<file path="src/rtl/regfile_wb_pkg.sv">
// Shared constants for the write-back stage and its register file.
package regfile_wb_pkg;
  localparam int DATA_W_DEF = 32;
  localparam int ADDR_W_DEF = 5;
  localparam int REG_ZERO   = 0;
endpackage

</file>
<file path="src/rtl/regfile_array.sv">
// Register storage: one write port, three asynchronous read ports, synchronous clear.
module regfile_array
  import regfile_wb_pkg::*;
#(
  parameter int DATA_W = DATA_W_DEF,
  parameter int ADDR_W = ADDR_W_DEF
) (
  input  logic              clk,
  input  logic              rst,
  input  logic              we,
  input  logic [ADDR_W-1:0] wa,
  input  logic [DATA_W-1:0] wd,
  input  logic [ADDR_W-1:0] ra_a,
  input  logic [ADDR_W-1:0] ra_b,
  input  logic [ADDR_W-1:0] ra_c,
  output logic [DATA_W-1:0] rd_a,
  output logic [DATA_W-1:0] rd_b,
  output logic [DATA_W-1:0] rd_c
);
  localparam int DEPTH = 1 << ADDR_W;
  localparam logic [ADDR_W-1:0] ZERO_IDX = ADDR_W'(REG_ZERO);

  logic [DATA_W-1:0] mem_q [DEPTH];

  // NOTE: every entry is cleared on reset, so this storage maps to flops rather than a RAM macro.
  always_ff @(posedge clk) begin
    if (rst) begin
      for (int i = 0; i < DEPTH; i++) mem_q[i] <= '0;
    end else if (we && (wa != ZERO_IDX)) begin
      mem_q[wa] <= wd;
    end
  end

  assign rd_a = (ra_a == ZERO_IDX) ? '0 : mem_q[ra_a];
  assign rd_b = (ra_b == ZERO_IDX) ? '0 : mem_q[ra_b];
  assign rd_c = (ra_c == ZERO_IDX) ? '0 : mem_q[ra_c];
endmodule

</file>
<file path="src/rtl/regfile_wb.sv">
// WB pipeline register, commit logic, bypassed read ports and commit counter.
module regfile_wb
  import regfile_wb_pkg::*;
#(
  parameter int DATA_W = DATA_W_DEF,
  parameter int ADDR_W = ADDR_W_DEF
) (
  input  logic              clk,
  input  logic              rst,
  input  logic              stall,
  input  logic              flush,
  input  logic              mem_we,
  input  logic [ADDR_W-1:0] mem_wa,
  input  logic [DATA_W-1:0] mem_wd,
  input  logic [ADDR_W-1:0] ra1,
  input  logic [ADDR_W-1:0] ra2,
  output logic [DATA_W-1:0] rd1,
  output logic [DATA_W-1:0] rd2,
  input  logic [ADDR_W-1:0] dbg_addr,
  output logic [DATA_W-1:0] dbg_data,
  output logic              wb_we,
  output logic [ADDR_W-1:0] wb_wa,
  output logic [DATA_W-1:0] wb_wd,
  output logic [31:0]       commit_cnt
);
  localparam logic [ADDR_W-1:0] ZERO_IDX = ADDR_W'(REG_ZERO);

  logic              wb_we_q, wb_we_d;
  logic [ADDR_W-1:0] wb_wa_q, wb_wa_d;
  logic [DATA_W-1:0] wb_wd_q, wb_wd_d;
  logic [31:0]       cnt_q, cnt_d;
  logic              commit;
  logic [DATA_W-1:0] arr_rd1, arr_rd2;

  // NOTE: next-state logic uses blocking '=' with defaults first so no latch is inferred.
  always_comb begin
    wb_we_d = wb_we_q;
    wb_wa_d = wb_wa_q;
    wb_wd_d = wb_wd_q;
    if (flush) begin
      wb_we_d = 1'b0;
      wb_wa_d = '0;
      wb_wd_d = '0;
    end else if (!stall) begin
      wb_we_d = mem_we;
      wb_wa_d = mem_wa;
      wb_wd_d = mem_wd;
    end
  end

  assign commit = wb_we_q & ~stall & ~flush & ~rst & (wb_wa_q != ZERO_IDX);
  assign cnt_d  = commit ? cnt_q + 32'd1 : cnt_q;

  // NOTE: state registers use non-blocking '<=' so all flops sample the same pre-edge values.
  always_ff @(posedge clk) begin
    if (rst) begin
      wb_we_q <= 1'b0;
      wb_wa_q <= '0;
      wb_wd_q <= '0;
      cnt_q   <= '0;
    end else begin
      wb_we_q <= wb_we_d;
      wb_wa_q <= wb_wa_d;
      wb_wd_q <= wb_wd_d;
      cnt_q   <= cnt_d;
    end
  end

  regfile_array #(.DATA_W(DATA_W), .ADDR_W(ADDR_W)) u_array (
    .clk  (clk),
    .rst  (rst),
    .we   (commit),
    .wa   (wb_wa_q),
    .wd   (wb_wd_q),
    .ra_a (ra1),
    .ra_b (ra2),
    .ra_c (dbg_addr),
    .rd_a (arr_rd1),
    .rd_b (arr_rd2),
    .rd_c (dbg_data)
  );

  // Bypass forwards the pending write regardless of stall, but not while it is being flushed.
  function automatic logic [DATA_W-1:0] read_port(input logic [ADDR_W-1:0] ra,
                                                  input logic [DATA_W-1:0] arr_val);
    if (ra == ZERO_IDX)                          return '0;
    if (wb_we_q && !flush && (wb_wa_q == ra))    return wb_wd_q;
    return arr_val;
  endfunction

  assign rd1        = read_port(ra1, arr_rd1);
  assign rd2        = read_port(ra2, arr_rd2);
  assign wb_we      = wb_we_q;
  assign wb_wa      = wb_wa_q;
  assign wb_wd      = wb_wd_q;
  assign commit_cnt = cnt_q;
endmodule

</file>
<file path="config.mk">
export PLATFORM = sky130hd
export DESIGN_NAME = regfile_wb
export DESIGN_NICKNAME = d
export VERILOG_FILES = /design/src/rtl/regfile_wb_pkg.sv /design/src/rtl/regfile_array.sv /design/src/rtl/regfile_wb.sv
export SDC_FILE = /design/constraint.sdc
export NUM_CORES = 2
export LEC_CHECK = 0
export BUFFER_PORTS_ARGS = -buffer_cell sky130_fd_sc_hd__buf_2
export CORE_ASPECT_RATIO = 1.4
export CORE_MARGIN = 5
export CORE_UTILIZATION = 59
export CTS_CLUSTER_SIZE = 14
export DETAILED_ROUTE_END_ITERATION = 10
export PLACE_DENSITY = 0.76
export REMOVE_ABC_BUFFERS = 1
export SLEW_MARGIN = 25
export SYNTH_ARGS = -nofsm -noshare
export SYNTH_HDL_FRONTEND = slang
export SYNTH_HIERARCHICAL = 1
export SYNTH_SLANG_ARGS = --single-unit
</file>
<file path="constraint.sdc">
create_clock -name clk -period 7.4 [get_ports clk]
set_input_delay 0.74 -clock clk [delete_from_list [all_inputs] [get_ports clk]]
set_output_delay 0.74 -clock clk [all_outputs]
set_load 0.005 [all_outputs]
</file>
==> summary.md <==
| Metric | Value |
|---|---|
| Average cell area after synthesis | 14.1 µm² |
| # resized after CTS | 0 |
| M1 GR Usage | 47.4% |
| Hpwl dp | 145000 µm |
| Routed Antenna Nets | 0 |
| Postcts setup bufs | 0 |
| Minimum clock period | 4.89 ns |
| Worst-path fanout max | 41 |
| Die X | ~290 µm |
| Setup TNS Final | 0 ns |
| Pin count of the biggest net entering global routing | ~140 |
| Worst hold endpoint | wb_wd[27] |
| Hold path startpoint | mem_wd[27] |
| Async set or reset register ratio after synthesis | 0% |
| First-pass iteration count of the detailed router | 7 |
| Global-route layer with the greatest usage | met2 |
| Max cap viols | 0 |
| Post-synthesis register bit count | approximately 1100 |
| Worst path required time | ~6.7 ns |
| H-tree depth | 3 |
| Endpoints failing setup | 0 |
| Achievable frequency | 0.205 GHz |
| Share of layout cells above drive strength 1 | approximately 29% |
| Worst skew pair latency | around 0.74 ns |
| Port Buffers | between 200 and 250 |
| CTS max path bufs | 3 |
| GR met2 Demand/Resource | between 50% and 60% |
| Fin. Hold Viols | 0 |
| Capturing point of the worst reg2reg path | u_array/mem_q[28][10] |
| Hold WS | 0.228 ns |
| Layout Nets | between 4000 and 5000 |
| I/O pin total | 223 |
| Register area share after synthesis | 48.2% |
| Critical Path AT | ~4.2 ns |
| Worst hold path depth | 3 |
| Grt met3 use | between 10% and 20% |
| Reg2reg path depth | 8 |
| CP Capture Type | primary output |
| Critical path launch point | dbg_addr[0] |
| Clock root buffer | clkbuf_16 |
| Rel. slew slack | around 17% |
| Synthesis warning total | 6 |
| Starting Density | between 50% and 60% |
| RR Startpoint | wb_wa[3] |
| Vias in the first global route | 48024 |
| Number of buffers created by CTS | 110 |
| Synth Cell Area | between 60000 and 70000 µm² |
| Crit share post-route | between 60% and 70% |
| DR iter-0 viols | 7301 |
| Setup CP Type | in -> out |
| Class of the worst hold path | in -> reg |
| Gr usage total | 38.5% |
| Residual DRC | 0 |
| TritonCTS clock tree | yes |
| Post-Syn Instances | 4718 |
| PD cells | 207 nW/µm² |
| Total Routed Length | around 240000 µm |
| Worst-Margin Slew | around 1.2 ns |
| Startpoint Class | primary input |
| Clock sinks | ~1100 |
| Final slew viol count | 0 |
| Status | finished, final reports clean |
| Cell variety after synth | a little under 70 |
| Remaining global-route overflow | 0 |
| Core area | approximately 110000 µm² |
| Clock slew at reported path FFs | ~0.070 ns |
| Finished Layout Cells | roughly 6300 |
| Design area | 73000 µm² |
| Routability cong. | approximately 0.95 |
| VDD IR max | about 0.19 mV |
| Filler cells | a little under 8000 |
| Reg2reg setup slack | roughly 2.9 ns |
| Vias | between 40000 and 50000 |
| Wire length per cell | about 37 µm |
| RSZ-0062 raised after global routing | false |
| Number of flops mapped to enable cells by yosys | roughly 1000 |
| Synth-to-Final Area Change | 9.55% |
| CTS hold repair buffers | 0 |
| Vias per cell | around 7.5 |
| Die Ht | approximately 400 µm |
| Number of antenna violations at the first check in global routing | 14 |
| First-pass GRT wire length | 334000 µm |
| Cell Area, Placed | 69200 µm² |
| Rows | 146 |
| Placed insts | a little over 6000 |
| Die area | 120000 µm² |
| Main synth FF type | edfxtp_1 |
| Static leakage | ~27 nW |
| Clock Skew | about 0.036 ns |
==> stage by stage <==
| stage | setup WS, ns | utilization (%) | power, mW |
|---|---|---|---|
| 4_1_cts | 2.43 | 64.8 | 15.1 |
| 6_report | 2.51 | 64.8 | 15.1 |
| 5_1_grt | 2.51 | 64.8 | 15.5 |
| 3_5_place_dp | 2.44 | 61.4 | 9.22 |
| 2_1_floorplan | 3.37 | - | 8.21 |
| 3_3_place_gp | 2.49 | 61.3 | 9.17 |
==> sequential cells by signal (all words and copies together), names as in the netlist <==
| signal | flops |
|---|---|
| commit_cnt | 32 |
| u_array/mem_q | 1024 |
| wb_wd | 32 |
| wb_we | 1 |
| wb_wa | 5 |
==> area by class of cell <==
cell class                      instances  area, µm²  share of cell area, %
Multi-Input combinational cell       3131      32600                   44.6
Clock inverter                         62        691                  0.946
Clock buffer                          144       3140                   4.30
Timing Repair Buffer                  386       2560                   3.50
Antenna cell                           15       37.5                 0.0514
Inverter                                5       18.8                 0.0257
Sequential cell                      1094      32200                   44.0
Tap cell                             1480       1850                   2.54
==> how the worst max path moves through the flow <==
stage,end,slack (ns),cells past startpoint
finish,dbg_data[23],2.51,7
global route,rd1[2],2.51,9
CTS,dbg_data[14],2.43,7
detailed placement,dbg_data[14],2.44,7
global placement,dbg_data[14],2.49,7
floorplan,dbg_data[30],3.37,4
==> routing by layer <==
layer | share of wire (%) | vias to the layer above
li1 | - | 18463
met1 | 31 | 23496
met2 | 46 | 4411
met3 | 15 | 1159
met4 | 8.5 | 10
met5 | 0.026 | -
==> cells in the final DEF, fill, tap and decap left out, types with 27 or more instances in the layout <==
master,n
conb_1,32
nor2_4,31
a22o_1,53
clkbuf_16,118
buf_2,211
o22ai_1,93
dfxtp_1,70
and2_1,1011
mux2i_1,411
nand2_1,42
a22oi_1,88
mux2_2,68
a21oi_1,50
edfxtp_1,1024
nor2b_1,44
nor3_1,68
a211oi_1,54
mux4_2,659
nor4_1,27
buf_4,156
nor2_1,133
==> cells by family after synthesis <==
| group | share of synthesized area [%] |
|---|---|
| AO/OA/AOI/OAI | 4.79 |
| other | 0.00562 |
| XOR/XNOR | 0.473 |
| multiplexers | 29.6 |
| adder cells (fa/ha/maj) | 0.0188 |
| AND/OR/NAND/NOR | 13.3 |
| buffers and inverters | 3.64 |
| flip-flops | 48.2 |
==> synth_stat cells (all sizes together), types with 28 or more instances <==
| cell | instances | area [µm²] |
|---|---|---|
| edfxtp | 1024 | 30700 |
| mux4 | 659 | 14800 |
| nor2b | 48 | 300 |
| nand2 | 43 | 161 |
| and2 | 1013 | 6340 |
| a2111oi | 28 | 246 |
| clkbuf | 339 | 1270 |
| buf | 180 | 1130 |
| mux2 | 68 | 766 |
| or2 | 35 | 219 |
| nor2 | 168 | 631 |
| a211oi | 54 | 405 |
| a22oi | 88 | 661 |
| a22o | 53 | 464 |
| mux2i | 411 | 4110 |
| dfxtp | 70 | 1400 |
| nor3 | 70 | 360 |
| o22ai | 93 | 582 |
| a21oi | 50 | 250 |
| nor4 | 35 | 278 |
==> where the power goes <==
group          internal, mW  total (mW)  switching [mW]
Combinational         0.845        2.05            1.20
Sequential             6.95        7.11           0.165
Clock                  3.47        5.99            2.52
==> worst max-delay path, stage by stage <==
cell and delay [ns]:
buf_8 0.25, buf_4 0.68, mux4_2 0.60, a22o_1 0.30, a2111oi_0 1.02, a311oi_1 0.21
buf_2 0.22
Power figures use the tool's default switching activity.
